==> src/rtl/surf_cout_align_ctrl_if.sv <==
// PHY-side signal bundle for the COUT word-alignment controller.
// master: the controller (drives ISERDES/IDELAY control, reads COUT).
// slave:  the PHY (or a PHY model) on the other end.
interface surf_cout_align_ctrl_if;
    logic       sync_i;
    logic [3:0] cout_i;
    logic [5:0] idelay_current_i;
    logic       iserdes_rst_o;
    logic [5:0] idelay_value_o;
    logic       idelay_load_o;
    logic       bitslip_o;

    modport master (
        input  sync_i,
        input  cout_i,
        input  idelay_current_i,
        output iserdes_rst_o,
        output idelay_value_o,
        output idelay_load_o,
        output bitslip_o
    );

    modport slave (
        output sync_i,
        output cout_i,
        output idelay_current_i,
        input  iserdes_rst_o,
        input  idelay_value_o,
        input  idelay_load_o,
        input  bitslip_o
    );
endinterface

==> src/rtl/surf_cout_align_ctrl.sv <==
// COUT alignment controller: resets the ISERDES, scans all 63 IDELAY taps for
// the widest run of taps that return any rotation of TRAIN_PATTERN, parks the
// delay at the centre of that eye, then bitslips until the nibble matches
// TRAIN_PATTERN exactly.
// Optional feature: define SURF_COUT_ALIGN_EYEMAP_EN to keep a per-tap good map
// on eye_map_o; without it eye_map_o is tied to zero.
module surf_cout_align_ctrl #(
    parameter logic [3:0]  TRAIN_PATTERN = 4'b1000,
    parameter int unsigned SETTLE_CYCLES = 8,
    parameter int unsigned CHECK_CYCLES  = 64,
    parameter int unsigned MIN_EYE       = 4
) (
    input  logic                   sysclk_i,
    input  logic                   rst_i,
    input  logic                   start_i,
    surf_cout_align_ctrl_if.master phy,
    output logic                   busy_o,
    output logic                   done_o,
    output logic                   fail_o,
    output logic [5:0]             eye_start_o,
    output logic [6:0]             eye_width_o,
    output logic [2:0]             slip_count_o,
    output logic [62:0]            eye_map_o
);

    localparam int unsigned CW = $clog2(CHECK_CYCLES + SETTLE_CYCLES + 9);
    localparam logic [CW-1:0] SETTLE_LAST = CW'(SETTLE_CYCLES - 1);
    localparam logic [CW-1:0] CHECK_LAST  = CW'(CHECK_CYCLES - 1);
    localparam logic [CW-1:0] SYNC_LAST   = CW'(3);
    localparam logic [CW-1:0] SLIPW_LAST  = CW'(7);
    localparam logic [6:0]    MIN_EYE_W   = 7'(MIN_EYE);

    localparam logic [3:0] S_IDLE    = 4'd0;
    localparam logic [3:0] S_RST     = 4'd1;
    localparam logic [3:0] S_SYNCW   = 4'd2;
    localparam logic [3:0] S_LOAD    = 4'd3;
    localparam logic [3:0] S_SETTLE  = 4'd4;
    localparam logic [3:0] S_CHECK   = 4'd5;
    localparam logic [3:0] S_NEXT    = 4'd6;
    localparam logic [3:0] S_CENTER  = 4'd7;
    localparam logic [3:0] S_CSETTLE = 4'd8;
    localparam logic [3:0] S_ALIGN   = 4'd9;
    localparam logic [3:0] S_SLIP    = 4'd10;
    localparam logic [3:0] S_SLIPW   = 4'd11;
    localparam logic [3:0] S_DONE    = 4'd12;
    localparam logic [3:0] S_FAIL    = 4'd13;

    localparam logic [3:0] ROT1 = {TRAIN_PATTERN[2:0], TRAIN_PATTERN[3]};
    localparam logic [3:0] ROT2 = {TRAIN_PATTERN[1:0], TRAIN_PATTERN[3:2]};
    localparam logic [3:0] ROT3 = {TRAIN_PATTERN[0], TRAIN_PATTERN[3:1]};

    // Linear tap to IDELAY encoding: encoded 31 and 32 are the same delay,
    // so taps from 32 upward skip over 32.
    function automatic logic [5:0] enc_tap(input logic [5:0] t);
        return t[5] ? t + 6'd1 : t;
    endfunction

    logic [3:0]    state_q, state_d;
    logic [CW-1:0] cnt_q, cnt_d;
    logic          sync_seen_q, sync_seen_d;
    logic [5:0]    tap_q, tap_d;
    logic          tap_good_q, tap_good_d;
    logic [5:0]    run_start_q, run_start_d;
    logic [6:0]    run_len_q, run_len_d;
    logic [5:0]    best_start_q, best_start_d;
    logic [6:0]    best_len_q, best_len_d;
    logic [2:0]    slip_q, slip_d;
    logic          done_q, done_d;
    logic          fail_q, fail_d;
    logic          iserdes_rst_q, iserdes_rst_d;
    logic          load_q, load_d;
    logic [5:0]    value_q, value_d;
    logic          bitslip_q, bitslip_d;
`ifdef SURF_COUT_ALIGN_EYEMAP_EN
    logic [62:0]   map_q, map_d;
`endif

    logic       rot_match;
    logic       exact_match;
    logic [5:0] center;
    logic       unused_idelay_current;

    assign rot_match   = (phy.cout_i == TRAIN_PATTERN) || (phy.cout_i == ROT1) ||
                         (phy.cout_i == ROT2) || (phy.cout_i == ROT3);
    assign exact_match = (phy.cout_i == TRAIN_PATTERN);
    // best_len_q never exceeds 63, so half of it always fits in 6 bits
    assign center      = best_start_q + 6'(best_len_q >> 1);
    assign unused_idelay_current = ^phy.idelay_current_i;

    // Next-state, tracker and registered-strobe computation.
    always_comb begin
        state_d       = state_q;
        cnt_d         = cnt_q;
        sync_seen_d   = sync_seen_q;
        tap_d         = tap_q;
        tap_good_d    = tap_good_q;
        run_start_d   = run_start_q;
        run_len_d     = run_len_q;
        best_start_d  = best_start_q;
        best_len_d    = best_len_q;
        slip_d        = slip_q;
        done_d        = done_q;
        fail_d        = fail_q;
        value_d       = value_q;
        iserdes_rst_d = 1'b0;
        load_d        = 1'b0;
        bitslip_d     = 1'b0;
`ifdef SURF_COUT_ALIGN_EYEMAP_EN
        map_d         = map_q;
`endif

        case (state_q)
            S_IDLE, S_DONE, S_FAIL: begin
                if (start_i) begin
                    state_d      = S_RST;
                    cnt_d        = '0;
                    done_d       = 1'b0;
                    fail_d       = 1'b0;
                    tap_d        = '0;
                    run_start_d  = '0;
                    run_len_d    = '0;
                    best_start_d = '0;
                    best_len_d   = '0;
                    slip_d       = '0;
`ifdef SURF_COUT_ALIGN_EYEMAP_EN
                    map_d        = '0;
`endif
                end
            end
            S_RST: begin
                state_d     = S_SYNCW;
                sync_seen_d = 1'b0;
                cnt_d       = '0;
            end
            S_SYNCW: begin
                if (!sync_seen_q) begin
                    if (phy.sync_i) begin
                        sync_seen_d = 1'b1;
                        cnt_d       = '0;
                    end
                end else if (cnt_q == SYNC_LAST) begin
                    state_d = S_LOAD;
                end else begin
                    cnt_d = cnt_q + CW'(1);
                end
            end
            S_LOAD: begin
                state_d = S_SETTLE;
                cnt_d   = '0;
            end
            S_SETTLE, S_CSETTLE: begin
                if (cnt_q == SETTLE_LAST) begin
                    state_d = (state_q == S_SETTLE) ? S_CHECK : S_ALIGN;
                    cnt_d   = '0;
                end else begin
                    cnt_d = cnt_q + CW'(1);
                end
            end
            S_CHECK: begin
                if (!rot_match) begin
                    tap_good_d = 1'b0;
                    state_d    = S_NEXT;
                end else if (cnt_q == CHECK_LAST) begin
                    tap_good_d = 1'b1;
                    state_d    = S_NEXT;
                end else begin
                    cnt_d = cnt_q + CW'(1);
                end
            end
            S_NEXT: begin
                if (tap_good_q) begin
                    if (run_len_q == '0) begin
                        run_start_d = tap_q;
                    end
                    run_len_d = run_len_q + 7'd1;
                end else begin
                    run_len_d = '0;
                end
                // A run is only scored when it closes (bad tap or last tap);
                // strict compare keeps the earlier eye on a tie.
                if (!tap_good_q && (run_len_q > best_len_q)) begin
                    best_len_d   = run_len_q;
                    best_start_d = run_start_q;
                end else if (tap_good_q && (tap_q == 6'd62) && (run_len_d > best_len_q)) begin
                    best_len_d   = run_len_d;
                    best_start_d = run_start_d;
                end
`ifdef SURF_COUT_ALIGN_EYEMAP_EN
                map_d[tap_q] = tap_good_q;
`endif
                if (tap_q == 6'd62) begin
                    state_d = S_CENTER;
                end else begin
                    tap_d   = tap_q + 6'd1;
                    state_d = S_LOAD;
                end
            end
            S_CENTER: begin
                if (best_len_q < MIN_EYE_W) begin
                    state_d = S_FAIL;
                    fail_d  = 1'b1;
                end else begin
                    state_d = S_CSETTLE;
                    cnt_d   = '0;
                    value_d = enc_tap(center);
                end
            end
            S_ALIGN: begin
                if (!exact_match) begin
                    if (slip_q == 3'd7) begin
                        state_d = S_FAIL;
                        fail_d  = 1'b1;
                    end else begin
                        state_d = S_SLIP;
                        slip_d  = slip_q + 3'd1;
                    end
                end else if (cnt_q == CHECK_LAST) begin
                    state_d = S_DONE;
                    done_d  = 1'b1;
                end else begin
                    cnt_d = cnt_q + CW'(1);
                end
            end
            S_SLIP: begin
                state_d = S_SLIPW;
                cnt_d   = '0;
            end
            S_SLIPW: begin
                if (cnt_q == SLIPW_LAST) begin
                    state_d = S_ALIGN;
                    cnt_d   = '0;
                end else begin
                    cnt_d = cnt_q + CW'(1);
                end
            end
            default: state_d = S_IDLE;
        endcase

        // Strobes are registered from the next state so each one is high for
        // exactly the cycle the FSM spends in the corresponding state.
        iserdes_rst_d = (state_d == S_RST);
        bitslip_d     = (state_d == S_SLIP);
        load_d        = (state_d == S_LOAD) || ((state_q == S_CENTER) && (state_d == S_CSETTLE));
        if (state_d == S_LOAD) begin
            value_d = enc_tap(tap_d);
        end
    end

    // State and output registers with synchronous active-high reset.
    always_ff @(posedge sysclk_i) begin
        if (rst_i) begin
            state_q       <= S_IDLE;
            cnt_q         <= '0;
            sync_seen_q   <= 1'b0;
            tap_q         <= '0;
            tap_good_q    <= 1'b0;
            run_start_q   <= '0;
            run_len_q     <= '0;
            best_start_q  <= '0;
            best_len_q    <= '0;
            slip_q        <= '0;
            done_q        <= 1'b0;
            fail_q        <= 1'b0;
            iserdes_rst_q <= 1'b0;
            load_q        <= 1'b0;
            value_q       <= '0;
            bitslip_q     <= 1'b0;
`ifdef SURF_COUT_ALIGN_EYEMAP_EN
            map_q         <= '0;
`endif
        end else begin
            state_q       <= state_d;
            cnt_q         <= cnt_d;
            sync_seen_q   <= sync_seen_d;
            tap_q         <= tap_d;
            tap_good_q    <= tap_good_d;
            run_start_q   <= run_start_d;
            run_len_q     <= run_len_d;
            best_start_q  <= best_start_d;
            best_len_q    <= best_len_d;
            slip_q        <= slip_d;
            done_q        <= done_d;
            fail_q        <= fail_d;
            iserdes_rst_q <= iserdes_rst_d;
            load_q        <= load_d;
            value_q       <= value_d;
            bitslip_q     <= bitslip_d;
`ifdef SURF_COUT_ALIGN_EYEMAP_EN
            map_q         <= map_d;
`endif
        end
    end

    assign busy_o             = !((state_q == S_IDLE) || (state_q == S_DONE) || (state_q == S_FAIL));
    assign done_o             = done_q;
    assign fail_o             = fail_q;
    assign eye_start_o        = best_start_q;
    assign eye_width_o        = best_len_q;
    assign slip_count_o       = slip_q;
    assign phy.iserdes_rst_o  = iserdes_rst_q;
    assign phy.idelay_load_o  = load_q;
    assign phy.idelay_value_o = value_q;
    assign phy.bitslip_o      = bitslip_q;
`ifdef SURF_COUT_ALIGN_EYEMAP_EN
    assign eye_map_o          = map_q;
`else
    assign eye_map_o          = '0;
`endif

endmodule
==> src/flat_wrapper.sv <==
// flat-port wrapper written by rule: the top's interface ports become plain ports
module surf_cout_align_ctrl_flat 
#(
    parameter logic [3:0]  TRAIN_PATTERN = 4'b1000,
    parameter int unsigned SETTLE_CYCLES = 8,
    parameter int unsigned CHECK_CYCLES  = 64,
    parameter int unsigned MIN_EYE       = 4
)
  (sysclk_i, rst_i, start_i, busy_o, done_o, fail_o, eye_start_o, eye_width_o, slip_count_o, eye_map_o, phy_sync_i, phy_cout_i, phy_idelay_current_i, phy_iserdes_rst_o, phy_idelay_value_o, phy_idelay_load_o, phy_bitslip_o);
  surf_cout_align_ctrl_if phy_i ();
  input  logic sysclk_i;
  input  logic rst_i;
  input  logic start_i;
  output logic busy_o;
  output logic done_o;
  output logic fail_o;
  output logic [5:0] eye_start_o;
  output logic [6:0] eye_width_o;
  output logic [2:0] slip_count_o;
  output logic [62:0] eye_map_o;
  input wire logic [$bits(phy_i.sync_i)-1:0] phy_sync_i;
  input wire logic [$bits(phy_i.cout_i)-1:0] phy_cout_i;
  input wire logic [$bits(phy_i.idelay_current_i)-1:0] phy_idelay_current_i;
  output wire logic [$bits(phy_i.iserdes_rst_o)-1:0] phy_iserdes_rst_o;
  output wire logic [$bits(phy_i.idelay_value_o)-1:0] phy_idelay_value_o;
  output wire logic [$bits(phy_i.idelay_load_o)-1:0] phy_idelay_load_o;
  output wire logic [$bits(phy_i.bitslip_o)-1:0] phy_bitslip_o;
  assign phy_i.sync_i = phy_sync_i;
  assign phy_i.cout_i = phy_cout_i;
  assign phy_i.idelay_current_i = phy_idelay_current_i;
  assign phy_iserdes_rst_o = phy_i.iserdes_rst_o;
  assign phy_idelay_value_o = phy_i.idelay_value_o;
  assign phy_idelay_load_o = phy_i.idelay_load_o;
  assign phy_bitslip_o = phy_i.bitslip_o;
  surf_cout_align_ctrl #(.TRAIN_PATTERN(TRAIN_PATTERN), .SETTLE_CYCLES(SETTLE_CYCLES), .CHECK_CYCLES(CHECK_CYCLES), .MIN_EYE(MIN_EYE)) u_core (.sysclk_i(sysclk_i), .rst_i(rst_i), .start_i(start_i), .phy(phy_i), .busy_o(busy_o), .done_o(done_o), .fail_o(fail_o), .eye_start_o(eye_start_o), .eye_width_o(eye_width_o), .slip_count_o(slip_count_o), .eye_map_o(eye_map_o));
endmodule
==> config.mk <==
export PLATFORM = sky130hd
export DESIGN_NAME = surf_cout_align_ctrl_flat
export DESIGN_NICKNAME = d
export VERILOG_FILES = /design/src/rtl/surf_cout_align_ctrl_if.sv /design/src/rtl/surf_cout_align_ctrl.sv /design/src/flat_wrapper.sv
export SDC_FILE = /design/constraint.sdc
export NUM_CORES = 1
export LEC_CHECK = 0
export ABC_AREA = 0
export ABC_CLOCK_PERIOD_IN_PS = 2880
export CAP_MARGIN = 20
export CORE_ASPECT_RATIO = 1.1
export CORE_UTILIZATION = 46
export DETAILED_ROUTE_END_ITERATION = 6
export GPL_TIMING_DRIVEN = 0
export PLACE_DENSITY = 0.78
export SYNTH_ARGS = -nofsm -noshare
export SYNTH_HDL_FRONTEND = slang
export SYNTH_SLANG_ARGS = --single-unit
==> constraint.sdc <==
create_clock -name sysclk_i -period 2.88 [get_ports sysclk_i]
set_input_delay 0.576 -clock sysclk_i [delete_from_list [all_inputs] [get_ports sysclk_i]]
set_output_delay 0.576 -clock sysclk_i [all_outputs]
set_load 0.01 [all_outputs]
======== After elaboration in Yosys (flattened, before gate mapping) ========
Cells that the tools add are included.
storage, ports and cells
  memories ................................ 0
  bits in writable memories ............... 0
  bits of input ports ..................... 14
  memory bits (read-only) ................. 0
  output and inout port bits .............. 91
  logic and storage cells ................. 159
  latch bits .............................. 0
  register bits ........................... 59
cells by class
  reduce and logical (&&, ||, !) cells .... 32
  shift operators ......................... 0
  magnitude comparators ................... 3
  $add $sub $neg .......................... 7
  mux-type cells .......................... 61
  multiply operators ...................... 0
  equality and inequality tests ........... 40
  bitwise operators ....................... 0
  div/mod/pow operators ................... 0
operators with widths
  kind                                                  number
  two-way mux 7 bit                                     13
  two-way mux 6 bit                                     12
  one-hot mux 7 bit (7 select lines)                    1
  one-hot mux 4 bit (11 select lines)                   1
  two-way mux 4 bit                                     10
  equality test 4 bit (second input constant)           9
  one-hot mux 6 bit (2 select lines)                    3
  one-hot mux 7 bit (2 select lines)                    2
  equality test 4 x 3 -> 1 bit (second input constant)  5
  adder 6 x 1 -> 6 bit (second input constant)          3
  two-way mux 3 bit                                     6
  equality test 4 x 2 -> 1 bit (second input constant)  4
  adder 7 x 1 -> 7 bit (second input constant)          2
  greater-than comparator 7 bit                         2
  equality test 4 x 1 -> 1 bit (second input constant)  3
  != test 2 bit (second input constant)                 6
  != test 2 x 1 -> 1 bit (second input constant)        5
  two-way mux 1 bit                                     9
  OR reduction 3 bit                                    3
  AND reduction 4 bit                                   2
  nonzero test 2 bit                                    4
  equality test 7 x 2 -> 1 bit (second input constant)  1
  equality test 7 x 3 -> 1 bit (second input constant)  1
  equality test 7 x 6 -> 1 bit (second input constant)  1
  23 further kinds                                      35

======== Longest topological paths before layout ========
Gate-level depths: netlist of the first run.
  depth in word-level cells ............... 9
  depth in mapped cells ................... 12
  mapped depth without buffers ............ 11

======== Worst setup path before layout of the first run ========
OpenSTA, ideal clock, no wires.
  path type ............................... register to register
  start ................................... register u_core.run_len_q[1]
  end ..................................... register u_core.best_start_q[3] (netlist: u_core.eye_start_o[3])
  setup time .............................. 128 ps
  clock period less this slack ............ 2,742 ps
  path buffers ............................ 1
  stages on the path, launching flop included .. 13
  path slack .............................. 138 ps
  arrival ................................. 2,615 ps
  data required time ...................... 2,752 ps
  cell sequence ........................... dfxtp_1 -> ha_1 -> and3_1 -> xor2_1 -> and2_1 -> ha_1 -> and3_1 -> a221oi_1 -> a211o_1 -> a31oi_1 -> clkbuf_1 -> mux2i_1 -> nor2_1
between the ends
  word-level cells in the longest chain between the ends .. 7
  elaborated cells on any way between the ends .. 15
  those cells by class .................... 1 x add/sub; 2 x order compare; 1 x eq/ne; 7 x mux; 4 x reduce/logical
ends and longest elaborated chain
  item                              RTL line                     RTL
  start, declared                   surf_cout_align_ctrl.sv:64   logic [6:0] run_len_q, run_len_d;
  start signal, assigned            surf_cout_align_ctrl.sv:278  run_len_q <= run_len_d;
  adder 7 x 1 -> 7 bit              surf_cout_align_ctrl.sv:175  run_len_d = run_len_q + 7'd1;
  two-way mux 7 bit                 surf_cout_align_ctrl.sv:171  if (tap_good_q) begin
  two-way mux 7 bit                 surf_cout_align_ctrl.sv:112  case (state_q)
  greater-than comparator 7 bit     surf_cout_align_ctrl.sv:184  end else if (tap_good_q && (tap_q == 6'd62) && (run_len_d > best_len_q)) begin
  logical AND 1 bit                 surf_cout_align_ctrl.sv:184
  != test 3 x 1 -> 1 bit (no line)  --
  AND reduction 3 bit (no line)     --
  end signal, assigned              surf_cout_align_ctrl.sv:279  best_start_q <= best_start_d;
  end, declared                     surf_cout_align_ctrl.sv:65   logic [5:0] best_start_q, best_start_d;
Several ways; a longest one is shown, not always the timed one. The select of a mux whose other input is x is not followed.
A chain may end at the register's enable or synchronous reset.

======== Worst setup path in the final report of the first run ========
  start ................................... register u_core.run_len_q[1]
  end ..................................... register u_core.best_start_q[2] (netlist: u_core.eye_start_o[2])
Same word-level chain as after synthesis.

==> run_results.csv, run 1 <==
group,metric,value,unit
worst_setup_path,path_class,"reg2reg",
worst_hold_path,hp-class,"reg2reg",
power_and_ir_drop,peakVddDrop,0.226,mV
yosys,synth_flop_cell,"dfxtp_1",
detailed_routing,wl_per_cell,14.8,µm
power_and_ir_drop,p_per_area,369,mW/mm²
final_layout,antenna_cells,0,
placement,gp_congestion,0.920,
timing,setup_viol,0,
final_layout,postLayoutCellArea,0.00546,mm²
detailed_routing,drt_iter0_drc,266,
floorplanning,die_area,0.0101,mm²
grt,grt_pass1_vias,3878,
outcome,status,"completed",
floorplanning,initial_core_util,47.5,%
worst_setup_path,crit_path_start_kind,"flop",
timing,max_slew_margin,36.4,%
timing,worstMarginPinSlew,0.947,ns
placement,pre_cts_ws,-0.660,ns
yosys,synth_seq_cells,59,
floorplanning,chipHeight,105,µm
timing,period_share,96.6,%
clock_tree,cts_tree,"done",
detailed_routing,avgViaCountPerCell,5.38,
clock_tree,clockRootBuffer,"clkbuf_8",
detailed_routing,postRouteAntennaNets,0,
timing,fmax,360,MHz
final_layout,nets,714,
grt,grt_pass1_wl,18500,µm
detailed_routing,vias,4258,
placement,place_area,0.00516,mm²
final_layout,area_growth,22.7,%
worst_setup_path,startpoint,"u_core.run_len_q[1]",
grt,antenna_found_initial,0,
worst_setup_path,timing.rr.start,"u_core.run_len_q[1]",
power_and_ir_drop,total_power,2.01,mW
worst_hold_path,hp-start,"u_core.cnt_q[1]",
clock_tree,cts_buffer_depth,2,
floorplanning,ioPinCount,105,
final_layout,drive_gt1_share,17.0,%
timing,finalCriticalPeriod,2.78,ns
yosys,syn_avg_cell_area,7.90,µm²
timing,finalSetupTns,0,ns
timing,hold_violations,0,
yosys,synth-seq-area-share,26.6,%
clock_tree,path_clk_slew,0.07,ns
worst_setup_path,worstPathMaxFanout,10,
clock_tree,cts_sinks,59,
yosys,synth_area,0.00445,mm²
detailed_routing,wirelength,11700,µm
job,maxCapViolCount,0,
yosys,yosysUniqueCellTypes,66,
final_layout,fin_util,58.3,%
grt,overflow,0,
worst_setup_path,arrival,3.01,ns
placement,port_buffers,34,
yosys,synthCells,563,
detailed_routing,drtPass1Iterations,5,
timing,slew_viol_final,0,
clock_tree,clkLatencyLatePin,0.35,ns
timing,fin_skew,0.00992,ns
grt,grt_usage,23.7,%
yosys,synth-edff-count,0,
clock_tree,ctsHoldBuffers,0,
floorplanning,num_rows,37,
floorplanning,die_w,95.7,µm
clock_tree,cts_max_level,3,
detailed_routing,drc,0,
worst_setup_path,critPathRequiredTime,3.11,ns
floorplanning,core,0.00935,mm²
power_and_ir_drop,p_leak,2.39,nW
grt,grt_max_degree,12,
timing,timing.final.ws_setup,0.0987,ns
yosys,yosysWarnings,0,
worst_setup_path,worst_setup_path_end_kind,"flop",
clock_tree,cts_inserted_buffers,9,
placement,dpl.hpwl,8940,µm
yosys,async_flop_share,0,%
report_power, final:
group          internal, mW  switching (mW)  leakage, nW
clock                 0.308           0.363       0.0815
combinational         0.216           0.277         1.83
sequential            0.835          0.0151        0.479
total                  1.36           0.656         2.39
cells in the mapped netlist, drive strengths merged, types with 3 or more instances:
cell	count	area share, %
a211o	4	0.79
a211oi	8	1.4
a21o	8	1.4
a21oi	40	4.6
a221oi	4	0.79
a22oi	4	0.68
a311oi	3	0.59
a31o	3	0.59
a31oi	4	0.56
a32oi	3	0.59
and2	16	2.3
and3	6	0.84
buf	67	11
clkbuf	19	1.6
dfxtp	59	27
ha	28	7.9
inv	22	1.9
mux2i	13	2.9
nand2	30	2.5
nand2b	10	1.4
nand3	23	2.6
nand3b	4	0.68
nand4	4	0.56
nor2	60	5.1
nor2b	12	1.7
nor3	9	1.0
nor3b	4	0.68
nor4	3	0.42
nor4b	4	0.79
o21a	5	0.84
o21ai	18	2.0
o22ai	3	0.42
o31a	4	0.79
o31ai	3	0.51
or2	3	0.42
or3	6	0.84
xnor2	7	1.4
xor2	9	1.8
what timing repair did:
item | 4_1_cts | 5_1_grt
gates resized for setup | 11 | 32
endpoints found under the setup margin | 21 | 22
buffers inserted | 0 | 0
pin swaps | 1 | 2
gates cloned | 0 | 1
hold endpoints to repair | 0 | 0
cell type report:
type / count / area (µm²)
flip-flops and latches: 59 / 1190
well taps: 117 / 146
inverters: 22 / 82.6
plain buffers: 86 / 588
clock inverters: 6 / 42.5
repair buffers: 35 / 355
multi-input cells: 458 / 2930
fillers: 876 / 3890
clock buffers: 9 / 124
per-layer routing:
metal | share of wire [%] | vias to the layer above | routed length (µm) | global-route usage [%]
li1 | - | 2096 | - | -
met2 | 49 | 167 | 5720 | 40.5
met5 | 0 | - | 0 | 0
met3 | 5.9 | 27 | 688 | 5.09
met4 | 2.6 | 0 | 302 | 8.74
met1 | 43 | 1968 | 4970 | 28.6
through the flow:
stage / cells / hold slack [ns]
6_report: 792 / 0.479
3_5_place_dp: 776 / 0.470
5_1_grt: 792 / 0.523
2_1_floorplan: 625 / 0.449
4_1_cts: 791 / 0.479
3_3_place_gp: 776 / 0.464
registers in the layout, summed over array words and instances, names as in the netlist:
register and count:
u_core.tap_q 6, u_core.eye_width_o 7, u_core.done_o 1, u_core.cnt_q 7, u_core.eye_start_o 6, u_core.sync_seen_q 1, u_core.run_start_q 6, u_core.phy.idelay_value_o 6
u_core.state_q 4, u_core.phy.bitslip_o 1, u_core.slip_count_o 3, u_core.phy.idelay_load_o 1, u_core.tap_good_q 1, u_core.fail_o 1, u_core.run_len_q 7, u_core.phy.iserdes_rst_o 1
final timing paths:
check             slack (ns)                     to  cells after the start
setup / recovery         0.1  u_core.eye_start_o[2]                     12
hold / removal          0.48        u_core.cnt_q[1]                      2
setup reg to reg         0.1  u_core.eye_start_o[2]                     12
hold reg to reg         0.48        u_core.cnt_q[1]                      2
placed cells by master, fill, tap and decap left out, types with 5 or more instances in the layout:
cell type,Yosys,layout
buf_4,63,64
conb_1,1,63
nor2_1,60,60
dfxtp_1,59,55
a21oi_1,39,38
nand2_1,30,30
clkdlybuf4s50_1,0,30
ha_1,28,26
nand3_1,23,23
inv_1,22,22
o21ai_0,18,18
and2_1,16,15
clkbuf_1,19,12
nor2b_1,12,12
mux2i_1,13,12
nand2b_1,10,10
xor2_1,9,9
nor3_1,9,9
clkbuf_8,0,9
a21o_1,8,8
xnor2_1,7,7
a211oi_1,8,7
and3_1,6,6
or3_1,6,6
clkbuf_2,0,5
o21a_1,5,5
cell families (layout without fill, tap and decap cells):
group           after synthesis  after routing  synth area share (%)
compound gates              130            130                  19.7
xor+xnor                     16             16                  3.15
fa+ha+maj                    29             29                  8.33
buf+inv                     108            158                  14.6
flops                        59             59                  26.6
mux                          14             14                  3.18
other cells                   1             63                0.0844
simple gates                206            206                  24.5
critical path, stage by stage, from the launching register on:
cell	delay, ns
dfxtp_4	0.38
ha_2	0.20
and3_1	0.17
xor2_1	0.13
and2_1	0.21
ha_1	0.32
and3_1	0.19
a221oi_1	0.09
a211o_1	0.35
a31oi_4	0.19
buf_6	0.17
mux2i_1	0.19
nor2_1	0.05
Note: power is estimated with default switching activity, not from simulation.
==> inputs of run 2 (changes only) <==
--- a/config.mk
+++ b/config.mk
@@ -13,6 +13,7 @@
 export DETAILED_ROUTE_END_ITERATION = 6
 export GPL_TIMING_DRIVEN = 0
 export PLACE_DENSITY = 0.78
+export SLEW_MARGIN = 25
 export SYNTH_ARGS = -nofsm -noshare
 export SYNTH_HDL_FRONTEND = slang
 export SYNTH_SLANG_ARGS = --single-unit
==> results of run 2 <==
The final DEF is identical to that of run 1; final timing and power are the same.
==> inputs of run 3 (changes only) <==
--- a/config.mk
+++ b/config.mk
@@ -10,10 +10,11 @@
 export CAP_MARGIN = 20
 export CORE_ASPECT_RATIO = 1.1
 export CORE_UTILIZATION = 46
+export CTS_CLUSTER_SIZE = 14
 export DETAILED_ROUTE_END_ITERATION = 6
 export GPL_TIMING_DRIVEN = 0
 export PLACE_DENSITY = 0.78
-export SLEW_MARGIN = 25
+export SLEW_MARGIN = 0
 export SYNTH_ARGS = -nofsm -noshare
 export SYNTH_HDL_FRONTEND = slang
 export SYNTH_SLANG_ARGS = --single-unit
==> results of run 3 <==
The final DEF is identical to that of run 1; final timing and power are the same.
